==> src/rtl/inst_prefetch_queue.sv <==
// Instruction prefetch queue: sequential word fetch with outstanding tracking, PC-tagged FIFO and flush/drain.
// Optional macro INST_PF_BYPASS_EN forwards a bus return straight to decode when the FIFO is empty.
module inst_prefetch_queue #(
    parameter int unsigned DEPTH           = 4,
    parameter int unsigned MAX_OUTSTANDING = 2,
    parameter logic [31:0] RESET_PC        = 32'h1c000000
) (
    input  logic        clk,
    input  logic        rst,
    input  logic        flush_i,
    input  logic [31:0] new_pc_i,
    output logic        inst_req_o,
    output logic [31:0] inst_addr_o,
    input  logic        inst_addr_ok_i,
    input  logic        inst_data_ok_i,
    input  logic [31:0] inst_rdata_i,
    output logic        inst_valid_o,
    output logic [31:0] inst_o,
    output logic [31:0] inst_pc_o,
    input  logic        inst_ready_i
);
    localparam int unsigned AW = $clog2(DEPTH);
    localparam int unsigned CW = AW + 1;
    localparam logic [CW-1:0] MAX_L   = CW'(MAX_OUTSTANDING);
    localparam logic [CW:0]   DEPTH_L = (CW+1)'(DEPTH);

    typedef enum logic [1:0] {S_START, S_FETCH, S_DRAIN} state_t;
    typedef struct packed {
        logic [31:0] pc;
        logic [31:0] inst;
    } entry_t;

    state_t        state_q, state_d;
    logic [31:0]   fetch_pc_q, fetch_pc_d, ret_pc_q, ret_pc_d;
    logic [CW-1:0] outst_q, outst_d, discard_q, discard_d, count_q, count_d;
    logic [AW-1:0] wptr_q, wptr_d, rptr_q, rptr_d;
    entry_t        mem_q [DEPTH];
    entry_t        head;
    logic [CW:0]   occ;
    logic          acc, ret, live, byp, byp_take, push, pop, fifo_vld;

    // Issue is throttled by FIFO slots already promised to in-flight requests, so the FIFO cannot overflow.
    assign occ        = {1'b0, count_q} + {1'b0, outst_q};
    assign inst_req_o = (state_q == S_FETCH) && (outst_q < MAX_L) && (occ < DEPTH_L);
    assign inst_addr_o = fetch_pc_q;

    assign acc      = inst_req_o & inst_addr_ok_i;
    assign ret      = inst_data_ok_i & (outst_q != '0);
    assign live     = ret & (discard_q == '0) & ~flush_i;
    assign fifo_vld = (count_q != '0);
`ifdef INST_PF_BYPASS_EN
    assign byp      = live & ~fifo_vld;
`else
    assign byp      = 1'b0;
`endif
    assign byp_take = byp & inst_ready_i;
    assign push     = live & ~byp_take;
    assign pop      = fifo_vld & inst_ready_i & ~flush_i;

    assign head         = mem_q[rptr_q];
    assign inst_valid_o = fifo_vld | byp;
    assign inst_o       = byp ? inst_rdata_i : (fifo_vld ? head.inst : 32'h0);
    assign inst_pc_o    = byp ? ret_pc_q     : (fifo_vld ? head.pc   : 32'h0);

    always_comb begin
        state_d    = state_q;
        fetch_pc_d = fetch_pc_q;
        ret_pc_d   = ret_pc_q;
        discard_d  = discard_q;
        count_d    = count_q;
        wptr_d     = wptr_q;
        rptr_d     = rptr_q;
        outst_d    = outst_q + CW'(acc) - CW'(ret);
        if (flush_i) begin
            // Everything still in flight after this cycle, including a same-cycle accept, is stale.
            fetch_pc_d = new_pc_i;
            ret_pc_d   = new_pc_i;
            count_d    = '0;
            wptr_d     = '0;
            rptr_d     = '0;
            discard_d  = outst_d;
            state_d    = (outst_d != '0) ? S_DRAIN : S_FETCH;
        end else begin
            if (acc)  fetch_pc_d = fetch_pc_q + 32'd4;
            if (live) ret_pc_d   = ret_pc_q + 32'd4;
            if (push) wptr_d     = wptr_q + AW'(1);
            if (pop)  rptr_d     = rptr_q + AW'(1);
            count_d = count_q + CW'(push) - CW'(pop);
            case (state_q)
                S_START: state_d = S_FETCH;
                S_DRAIN: begin
                    if (ret) begin
                        discard_d = discard_q - CW'(1);
                        if (discard_q == CW'(1)) state_d = S_FETCH;
                    end
                end
                default: ;
            endcase
        end
    end

    always_ff @(posedge clk or negedge rst) begin
        if (!rst) begin
            state_q    <= S_START;
            fetch_pc_q <= RESET_PC;
            ret_pc_q   <= RESET_PC;
            outst_q    <= '0;
            discard_q  <= '0;
            count_q    <= '0;
            wptr_q     <= '0;
            rptr_q     <= '0;
        end else begin
            state_q    <= state_d;
            fetch_pc_q <= fetch_pc_d;
            ret_pc_q   <= ret_pc_d;
            outst_q    <= outst_d;
            discard_q  <= discard_d;
            count_q    <= count_d;
            wptr_q     <= wptr_d;
            rptr_q     <= rptr_d;
        end
    end

    always_ff @(posedge clk or negedge rst) begin
        if (!rst) begin
            for (int i = 0; i < int'(DEPTH); i++) mem_q[i] <= '0;
        end else if (push) begin
            mem_q[wptr_q] <= '{pc: ret_pc_q, inst: inst_rdata_i};
        end
    end
endmodule
==> config.mk <==
export PLATFORM = sky130hd
export DESIGN_NAME = inst_prefetch_queue
export DESIGN_NICKNAME = d
export VERILOG_FILES = /design/src/rtl/inst_prefetch_queue.sv
export SDC_FILE = /design/constraint.sdc
export NUM_CORES = 1
export LEC_CHECK = 0
export BUFFER_PORTS_ARGS = -buffer_cell sky130_fd_sc_hd__buf_2
export CAP_MARGIN = 20
export CORE_ASPECT_RATIO = 0.6
export CORE_UTILIZATION = 33
export CTS_CLUSTER_SIZE = 8
export DETAILED_ROUTE_END_ITERATION = 16
export GPL_TIMING_DRIVEN = 1
export SLEW_MARGIN = 0
export SYNTH_ARGS = -nofsm -noshare
export SYNTH_HDL_FRONTEND = slang
export SYNTH_SLANG_ARGS = --single-unit
==> constraint.sdc <==
create_clock -name clk -period 3.67 [get_ports clk]
set_input_delay 0.5505 -clock clk [delete_from_list [all_inputs] [get_ports clk]]
set_output_delay 0.5505 -clock clk [all_outputs]
set_load 0.1 [all_outputs]
==> metrics.md <==
| Metric | Value |
|---|---|
| Run status | `finished clean` |
| Die Ht | `between 150 and 200 um` |
| Die area | `approximately 0.05 sq mm` |
| Relative slew slack | `0.405` |
| Wire per inst | `between 15 and 20 um` |
| Yosys cell types | `47` |
| Hold Vio Cnt, Final | `0` |
| Final cell count without fillers | `1968` |
| CTS buffer count | `47` |
| HP Class | `in2reg` |
| Synth Area in Adders | `0.0151` |
| DRT antenna net count | `0` |
| DRT iter0 DRCs | `558` |
| Rows | `about 60` |
| Time the worst path needs with I/O delays and setup | `3.17 ns` |
| Port Buf Inserts | `167` |
| CTS tree | `yes` |
| Yosys warns | `0` |
| Top_reg_cell synth | `dfrtp_1` |
| Total core area | `0.0470 sq mm` |
| Mux share of post-synthesis cell area | `0.293` |
| Inst Count DP | `1907` |
| Initial antenna violation count | `1` |
| Largest net degree at the start of global routing | `106` |
| Post-synthesis xor/xnor area fraction | `0.0258` |
| Max stage delay on crit path | `0.57 ns` |
| Yosys reg bits | `335` |
| Maximum VDD drop | `0.599 mV` |
| Period utilization | `0.864` |
| CP arrival | `2.62 ns` |
| Worst-Margin Slew | `slightly below 0.9 ns` |
| Gp weighted congestion | `approximately 0.83` |
| Post-synthesis sequential area ratio | `0.526` |
| Vias per cell | `5.20` |
| Die X | `about 290 um` |
| Setup Skew | `0.0182 ns` |
| Vias | `10231` |
| DP Wirelength | `around 26000 um` |
| CP delay by family, top | `buffers and inverters` |
| Async set-reset flop share out of synthesis | `1.00` |
| Worst-path clk slew | `around 0.05 ns` |
| Synthesized area | `around 0.016 sq mm` |
| EDFF count, synth | `0` |
| Max Root-Sink Buffers | `3` |
| Crit Path Max Fanout | `24` |
| First-pass GRT wire length | `63200 um` |
| Post-cts sizing count | `0` |
| Fin nets | `1415` |
| Crit path buffers/inverters | `2` |
| Lkg Pwr | `8.52 nW` |
| Unrepaired setup endpoints after global routing | `false` |
| Synth Area in Compound Gates | `0.0254` |
| Root buf cell | `clkbuf_16` |
| Setup_tns | `0 ns` |
| Setup crit end kind | `primary output` |
| Layout cells sized above 1 | `0.458` |
| Main combinational cell family by area after synthesis | `multiplexers` |
| Pwr/cell area | `around 800 mW/mm^2` |
| Simple-Gate Fraction of Synth Area | `0.0877` |
| Critical path type | `reg2out` |
| WL final | `39300 um` |
| Area Growth Syn to Fin | `18.5%` |
| Drt pass-1 iters | `5` |
| Crit-path slowest cell | `mux4_2` |
| Syn Area/Cell | `13.7 sq um` |
| Startpoint types | `flip-flop` |
| Vias in the first global route | `approximately 11000` |
| Mapped Nets | `1250` |
| Total Routing Usage GR | `0.165` |
| Required @ worst endpoint | `3.12 ns` |
| Total gr overflow | `0` |
| I/O pin total | `168` |
| H-tree depth | `2` |
| Worst-skew pair later-pin latency | `around 0.56 ns` |
| Antenna cells | `0` |
| Clk sinks | `between 300 and 400` |
| Final setup vio count | `0` |
| Syn Inst Count | `~1200` |
| Max-slew violations | `0` |
| Max-Cap Viols | `0` |
| CP cell instances | `buf_4, mux4_2, and2_1, buf_2` |
| DRC errors left | `0` |
| Fmax | `315 MHz` |
| Starting Density | `0.339` |
layout by cell type (no fill, tap or decap), drive strengths merged, types with 7 or more instances in the layout:
cell type	instances
xnor2	30
nand4	23
xor2	17
o31ai	7
nand2	35
ha	16
nand3	27
mux2	286
buf	194
clkbuf	57
nor2	27
and2	67
dfrtp	329
a31oi	8
and3	11
inv	25
nor4	13
nor3	13
o31a	11
mux4	64
or4	8
a21oi	9
o21ai	12
through the flow:
stage	setup slack, ns	utilization	power, mW	hold slack [ns]	instance area [sq um]
floorplan	0.681	-	10.1	0.255	16000
global placement	0.627	0.375	11.3	0.484	17600
detailed placement	0.655	0.375	11.5	0.491	17600
CTS	0.421	0.402	15.5	0.196	18900
global route	0.332	0.402	16.0	0.212	18900
finish	0.497	0.402	15.2	0.225	18900
where the power goes:
group / leakage (nW) / internal (mW) / switching, mW
clock network: 0.615 / 2.30 / 1.60
logic: 3.56 / 2.01 / 4.20
registers: 4.35 / 4.55 / 0.557
total: 8.52 / 8.86 / 6.36
final timing paths:
kind,start,end,slack [ns],cells past startpoint
max in group asynchronous,rst,mem_q[218],2.10,3
min,new_pc_i[7],ret_pc_q[7],0.23,2
max reg2reg,count_q[2],state_q[1],0.56,11
min reg2reg,mem_q[85],mem_q[85],0.50,1
max,rptr_q[0],inst_pc_o[3],0.50,4
min in group asynchronous,rst,mem_q[249],0.56,2
metal layers:
metal,track usage,vias up,part of all wire
met5,0,-,0
met4,0.0365,0,0.017
met3,0.0319,56,0.042
met2,0.251,180,0.45
met1,0.241,5431,0.49
li1,-,4564,-
synthesized netlist by cell type (all sizes together), types with 9 or more instances:
cell type | count | area (sq um)
mux2 | 286 | 3220
nor2 | 27 | 101
nand2 | 35 | 131
o31a | 11 | 96.3
and3 | 11 | 73.8
nor3 | 13 | 65.1
ha | 16 | 200
nand4 | 23 | 159
nand3 | 27 | 135
xor2 | 17 | 149
a21oi | 9 | 45.0
buf | 39 | 189
nor4 | 13 | 87.6
dfrtp | 329 | 8230
o21ai | 12 | 60.1
inv | 24 | 90.1
mux4 | 64 | 1440
clkbuf | 40 | 150
and2 | 67 | 419
xnor2 | 30 | 263
sequential cells by signal, summed over array words and instances, names as in the netlist:
register and cells:
ret_pc_q 32, outst_q 3, wptr_q 2, count_q 3
inst_addr_o 32, rptr_q 2, discard_q 3, mem_q 256
state_q 2
logic make-up after synthesis:
group / Yosys count
DFF: 335
and+or+nand+nor: 247
buffers and inverters: 103
muxes: 352
xor gates and xnor gates: 47
adders and majority gates: 18
AOI/OAI and AO/OA: 60
worst reg2reg max path, stage by stage (launching register included):
cell	delay, ns
dfrtp_1	0.40
ha_1	0.28
nor4b_1	0.32
and4_1	0.27
inv_1	0.17
ha_1	0.33
inv_1	0.04
ha_1	0.18
fa_1	0.37
xnor2_1	0.18
o31ai_1	0.30
o21ai_0	0.14
layout make-up:
class / instances / area, sq um
clock buffer: 57 / 1210
clock inverter: 3 / 52.6
fill: 4473 / 28100
inverter: 24 / 90.1
multi-input combinational: 724 / 7160
sequential: 335 / 8400
tap: 630 / 788
timing repair buffer: 195 / 1210
what timing repair did:
action / in CTS / in global routing
endpoints found under the hold margin: 66 / 0
setup buffers: 0 / 0
hold buffers: 1 / 0
(Power assumes the default switching activity.)
